==> src/rtl/hazard_forward_unit.sv <==
// Hazard and forwarding unit for a 5-stage in-order pipeline.
// Tracks the instructions in EX and MEM, registers the EX operand-forward
// selects for the instruction leaving ID, detects load-use hazards (stall),
// passes taken-branch squashes through as flush, and counts stall cycles
// with saturation.
module hazard_forward_unit #(
    parameter int REG_NUM_BITWIDTH = 5,
    parameter int COUNT_WIDTH      = 16
) (
    input  logic                        clk,
    input  logic                        rst,
    input  logic [REG_NUM_BITWIDTH-1:0] idRs1,
    input  logic [REG_NUM_BITWIDTH-1:0] idRs2,
    input  logic                        idUsesRs1,
    input  logic                        idUsesRs2,
    input  logic [REG_NUM_BITWIDTH-1:0] idRd,
    input  logic                        idRegWrite,
    input  logic                        idMemRead,
    input  logic                        branchTaken,
    output logic [1:0]                  forwardA,
    output logic [1:0]                  forwardB,
    output logic                        stall,
    output logic                        flush,
    output logic [COUNT_WIDTH-1:0]      hazardCount
);

    localparam logic [1:0] FWD_RF  = 2'b00;
    localparam logic [1:0] FWD_MEM = 2'b01;
    localparam logic [1:0] FWD_EX  = 2'b10;

    localparam logic [REG_NUM_BITWIDTH-1:0] REG_ZERO  = {REG_NUM_BITWIDTH{1'b0}};
    localparam logic [COUNT_WIDTH-1:0]      COUNT_MAX = {COUNT_WIDTH{1'b1}};
    localparam logic [COUNT_WIDTH-1:0]      COUNT_ONE = {{(COUNT_WIDTH-1){1'b0}}, 1'b1};

    // A pipeline slot produces a source operand only if it really writes a
    // non-zero register that the ID instruction actually reads.
    function automatic logic slot_match(
        input logic                        valid,
        input logic                        reg_write,
        input logic [REG_NUM_BITWIDTH-1:0] rd,
        input logic [REG_NUM_BITWIDTH-1:0] rs,
        input logic                        uses
    );
        return valid && reg_write && uses && (rd == rs) && (rd != REG_ZERO);
    endfunction

    // EX slot
    logic                        ex_valid_r;
    logic [REG_NUM_BITWIDTH-1:0] ex_rd_r;
    logic                        ex_reg_write_r;
    logic                        ex_mem_read_r;
    // MEM slot
    logic                        mem_valid_r;
    logic [REG_NUM_BITWIDTH-1:0] mem_rd_r;
    logic                        mem_reg_write_r;
    logic                        mem_mem_read_r;

    logic [1:0]             forward_a_r;
    logic [1:0]             forward_b_r;
    logic [COUNT_WIDTH-1:0] hazard_count_r;

    logic       ex_match_rs1_s;
    logic       ex_match_rs2_s;
    logic       mem_match_rs1_s;
    logic       mem_match_rs2_s;
    logic       stall_s;
    logic       hold_s;
    logic [1:0] forward_a_next_s;
    logic [1:0] forward_b_next_s;

    assign ex_match_rs1_s  = slot_match(ex_valid_r,  ex_reg_write_r,  ex_rd_r,  idRs1, idUsesRs1);
    assign ex_match_rs2_s  = slot_match(ex_valid_r,  ex_reg_write_r,  ex_rd_r,  idRs2, idUsesRs2);
    assign mem_match_rs1_s = slot_match(mem_valid_r, mem_reg_write_r, mem_rd_r, idRs1, idUsesRs1);
    assign mem_match_rs2_s = slot_match(mem_valid_r, mem_reg_write_r, mem_rd_r, idRs2, idUsesRs2);

    // A taken branch squashes the dependent instruction, so it overrides load-use.
    assign stall_s = (ex_match_rs1_s || ex_match_rs2_s) && ex_mem_read_r && !branchTaken;
    assign hold_s  = stall_s || branchTaken;

    // Next operand selects: bubble on hold, otherwise newest producer wins.
    always_comb begin
        forward_a_next_s = FWD_RF;
        forward_b_next_s = FWD_RF;
        if (hold_s) begin
            forward_a_next_s = FWD_RF;
            forward_b_next_s = FWD_RF;
        end else begin
            if (ex_match_rs1_s) begin
                forward_a_next_s = FWD_EX;
            end else if (mem_match_rs1_s) begin
                forward_a_next_s = FWD_MEM;
            end else begin
                forward_a_next_s = FWD_RF;
            end
            if (ex_match_rs2_s) begin
                forward_b_next_s = FWD_EX;
            end else if (mem_match_rs2_s) begin
                forward_b_next_s = FWD_MEM;
            end else begin
                forward_b_next_s = FWD_RF;
            end
        end
    end

    // Advance the EX/MEM slots, register forward selects, count stall cycles.
    always_ff @(posedge clk or posedge rst) begin
        if (rst) begin
            ex_valid_r      <= 1'b0;
            ex_rd_r         <= REG_ZERO;
            ex_reg_write_r  <= 1'b0;
            ex_mem_read_r   <= 1'b0;
            mem_valid_r     <= 1'b0;
            mem_rd_r        <= REG_ZERO;
            mem_reg_write_r <= 1'b0;
            mem_mem_read_r  <= 1'b0;
            forward_a_r     <= FWD_RF;
            forward_b_r     <= FWD_RF;
            hazard_count_r  <= {COUNT_WIDTH{1'b0}};
        end else begin
            mem_valid_r     <= ex_valid_r;
            mem_rd_r        <= ex_rd_r;
            mem_reg_write_r <= ex_reg_write_r;
            mem_mem_read_r  <= ex_mem_read_r;
            if (hold_s) begin
                ex_valid_r     <= 1'b0;
                ex_rd_r        <= REG_ZERO;
                ex_reg_write_r <= 1'b0;
                ex_mem_read_r  <= 1'b0;
            end else begin
                ex_valid_r     <= 1'b1;
                ex_rd_r        <= idRd;
                ex_reg_write_r <= idRegWrite;
                ex_mem_read_r  <= idMemRead;
            end
            forward_a_r <= forward_a_next_s;
            forward_b_r <= forward_b_next_s;
            if (stall_s && (hazard_count_r != COUNT_MAX)) begin
                hazard_count_r <= hazard_count_r + COUNT_ONE;
            end else begin
                hazard_count_r <= hazard_count_r;
            end
        end
    end

    assign forwardA    = forward_a_r;
    assign forwardB    = forward_b_r;
    assign stall       = stall_s;
    assign flush       = branchTaken;
    assign hazardCount = hazard_count_r;

endmodule

==> config.mk <==
export PLATFORM = sky130hd
export DESIGN_NAME = hazard_forward_unit
export DESIGN_NICKNAME = d
export VERILOG_FILES = /design/src/rtl/hazard_forward_unit.sv
export SDC_FILE = /design/constraint.sdc
export NUM_CORES = 1
export LEC_CHECK = 0
export BUFFER_PORTS_ARGS = -buffer_cell sky130_fd_sc_hd__buf_2
export CORE_MARGIN = 5
export CORE_UTILIZATION = 55
export DETAILED_ROUTE_END_ITERATION = 8
export GPL_TIMING_DRIVEN = 0
export PLACE_DENSITY_LB_ADDON = 0.3
export SYNTH_ARGS = -nofsm -noshare
export SYNTH_HDL_FRONTEND = slang
export SYNTH_SLANG_ARGS = --single-unit
==> constraint.sdc <==
create_clock -name clk -period 4.9 [get_ports clk]
set_input_delay 1.47 -clock clk [delete_from_list [all_inputs] [get_ports clk]]
set_output_delay 1.47 -clock clk [all_outputs]
set_load 0.05 [all_outputs]
Word level (Yosys, flattened, before mapping). Cells that the tools add are included.

Input bits: 22. Register bits after elaboration: 35. Word-level logic and storage cells: 48. Output and inout bits: 22.

Reduce and logical (&&, ||, !) cells: 22. Equality and inequality tests: 5. Mux-type cells: 10. Add/subtract/negate cells: 1.

Operators by type and width (count): $eq A5 B5 Y1 (4); $logic_and A1 B1 Y1 (17); $add A16 B1 Y16 const B (1); $ne A16 B16 Y1 const B (1); $reduce_bool A5 Y1 (2); $mux W2 (4); $mux W1 (5); $mux W5 (1); $logic_or A1 B1 Y1 (2); $logic_not A1 Y1 (1).

Logic depth before layout (Yosys ltp).
Depth in word-level cells: 9. Gate-level depth with buffers: 7. Mapped depth without buffers: 6.

Worst setup path before layout. Ideal clock, no wire load.

Path kind: in2out. Start: input port idRs1[0]. End: output port stall. Buffers on the path: 0. Slack: -0.115 ns. Arrival: 3.545 ns. Cell stages on the path: 4. Data required time: 3.430 ns. Cell sequence: xnor2_1 -> nand4_1 -> o22ai_1 -> nor4b_1.

Longest elaborated chain between the ends: 6.

Ends and longest elaborated chain: start: declaration (line 12) `input logic [REG_NUM_BITWIDTH-1:0] idRs1,`; $eq A5 B5 Y1 (line 44) `return valid && reg_write && uses && (rd == rs) && (rd != REG_ZERO);`; $logic_and A1 B1 Y1 (2 in series) (line 44); $logic_or A1 B1 Y1 (line 77) `assign stall_s = (ex_match_rs1_s || ex_match_rs2_s) && ex_mem_read_r && !branchTaken;`; $logic_and A1 B1 Y1 (2 in series) (line 77); end: declaration (line 22) `output logic stall,`.

No other way between the ends.

Worst setup path in the final report.
Start: input port idRs1[4]. End: output port stall.

Same word-level chain as after synthesis.

==> results.toml <==
[detailed_routing]
drt-pass1-iter-count = 4
finalWirelength_um = 3610
drcViolationCount = 0
vias = 1372
wire_per_inst_um = 14.6
ant_nets = 0
drtIter0Drc = 67
vias_per_cell = 5.53

[floorplan]
die_w_um = 66.3
floorplan.initialDensity = 0.571
row_count = 20
io_pins = 44
dieArea_um2 = 4400
dieHeight_um = 66.3
core_area_um2 = 3050

[layout]
ff_latch_area_um2 = 876
syn2layout_area_growth_pct = 18.4
final_cell_mix = "buf_2, dfrtp_1, xor2_1"
antennaDiodeCount = 0
drive_above_1_share = 0.304
final_common_cell = "buf_2"
fillers = 243
fin_nets = 226
multi_input_area_um2 = 832

[pwr]
vdd_drop_max_mv = 0.163
powerDensity_nw_per_um2 = 242
leakage_nw = 1.01

[hold_path]
hold_class = "flop to flop"
hp-start = "ex_valid_r$_DFF_PP0_"
min_to = "mem_valid_r$_DFF_PP0_"
hold_depth = 0

[placed_design]
io_buffers = 42
place_hpwl_um = 2790
dp_slack_ns = 0.781
gp_congestion = 0.803

[synth]
netlist_top_cells_area = "dfrtp_1, xor2_1, xnor2_1"
synth_seq_area_share = 0.503
synth_top_area_frac = 0.503
synth_area_per_cell_um2 = 11.3
ys_warn_count = 0
ys_ff_latch = 35
netlist_area_um2 = 1740
synth_ff_type = "dfrtp_1"
ys_async_sr_fraction = 1.00
synth_area_leader_cell = "dfrtp_1"
netlist-cell-type-count = 34
syn_inst = 154
syn_nets = 177
synth_edf_count = 0

[global_routing]
antenna_found_initial = 0
grt.total_usage = 0.189
overflow = 0
grt_pass1_wl_um = 6340
grt_pass1_vias = 1373
grt_max_degree = 36

[sta]
slew_violations = 0
fmax_ghz = 0.241
max_slew_margin = 0.539
period_share = 0.847
fin_ws_ns = 0.748
setup-tns-final_ns = 0
timing.hold.ws_ns = 0.431
worstMarginPinSlew_ns = 0.690
finalClockSkew_ns = 0.0110
hold_violations = 0
finalSetupViolCount = 0
rsz0062_at_grt = "false"
timing.final.crit_period_ns = 4.15

[setup_path]
cpMostUsedCell = "buf_2"
rrSetupSlack_ns = 2.70
start_kind = "primary input"
rr_worst_depth = 7
crit_slowest_cell = "buf_2"
max_stage_delay_ns = 0.31
reg2reg_from = "hazardCount[0]$_DFFE_PP0P_"
worstSetupPathType = "primary input to output pin"
worstPathMaxFanout = 4
path_cells = "buf_2 -> xnor2_1 -> nand4_1 -> o22ai_1 -> nor4b_2 -> buf_2"
cp-end-kind = "output pin"
rr_endpoint = "hazardCount[1]$_DFFE_PP0P_"
required_ns = 3.43
crit_arrival_ns = 2.68

[clock_tree]
tritoncts = "yes"
root_buffer = "clkbuf_4"
cts_buffers = 5
clkSlewWorstSetupHoldPaths_ns = 0.09
htreeDepth = 2
cts_sinks = 35
cts_hold_buffers = 0
ctsResizeCount = 0
post-cts-setup-buffer-count = 0
clk_path_buf_depth = 2
clk_latency_ns = 0.34

[job]
drv_cap = 0

[outcome]
status = "complete, no violations"
## worst max path at each step
stage                     slack, ns  startpoint  endpoint  cells past startpoint
after floorplan                0.59    idRs1[0]     stall                      4
after global routing           0.64    idRs1[4]     stall                      6
after detailed placement       0.78    idRs1[4]     stall                      6
after global placement         0.78    idRs1[0]     stall                      6
final                          0.75    idRs1[4]     stall                      6
after CTS                      0.77    idRs1[4]     stall                      6
## per-layer routing
metal | vias up | part of all wire | track usage
met3 | 5 | 0.055 | 0.0544
met2 | 46 | 0.46 | 0.290
met4 | 0 | 0.012 | 0.0584
met1 | 668 | 0.47 | 0.257
met5 | - | 0 | 0
li1 | 653 | - | -
## critical path: cells and delay by family
family | cells | cell delay [ns]
simple gates | 2 | 0.44
xor+xnor | 1 | 0.15
compound gates | 1 | 0.20
buf+inv | 2 | 0.42
## cells in the mapped netlist, types with 2 or more instances
cell	count
nor2_1	4
buf_4	2
a2111oi_0	2
clkbuf_1	3
and3_1	2
nand3_1	6
o211ai_1	2
nand2_1	7
inv_1	4
or4_1	2
nor3_1	6
dfrtp_1	35
nand4_1	10
xnor2_1	16
nor4_1	3
nor4_2	4
xor2_1	19
and2_1	7
nor4b_1	3
nor3b_1	3
## report_power, final
group,switching [mW],leakage (nW),internal (mW)
Clock,0.0901,0.0293,0.0559
Combinational,0.0291,0.512,0.0214
Sequential,0.00803,0.470,0.295
## registers in the layout, summed over array words and instances, names as in the netlist
| signal | cells |
|---|---|
| hazardCount | 16 |
| ex_reg_write_r | 1 |
| mem_rd_r | 5 |
| mem_valid_r | 1 |
| forwardA | 2 |
| mem_reg_write_r | 1 |
| forwardB | 2 |
| ex_mem_read_r | 1 |
| ex_valid_r | 1 |
| ex_rd_r | 5 |
## cell families (layout without fill, tap and decap cells)
logic type | count (synthesis) | in the layout | synth area share
AO/OA/AOI/OAI | 10 | 10 | 0.0452
buffers and inverters | 9 | 59 | 0.0237
multiplexers | 1 | 1 | 0.00861
XOR/XNOR | 35 | 35 | 0.176
AND/OR/NAND/NOR | 63 | 63 | 0.237
adder cells (fa/ha/maj) | 1 | 1 | 0.00718
flip-flops | 35 | 35 | 0.503
## area by class of cell
type	count	area share
plain buffers	5	0.0127
clock buffers	7	0.0218
clock inverters	1	0.00242
inverters	4	0.00727
multi-input cells	110	0.403
flip-flops and latches	35	0.424
well taps	44	0.0267
repair buffers	42	0.102
## metrics by stage
step                utilization  area, um^2  power (mW)  std cells
finish                    0.676        2060       0.500        248
floorplan                     -        1750       0.340        154
CTS                       0.676        2060       0.506        248
global route              0.676        2060       0.532        248
detailed placement        0.660        2010       0.359        240
global placement          0.660        2010       0.357        240
No activity file was read; power rests on OpenSTA's default activity.
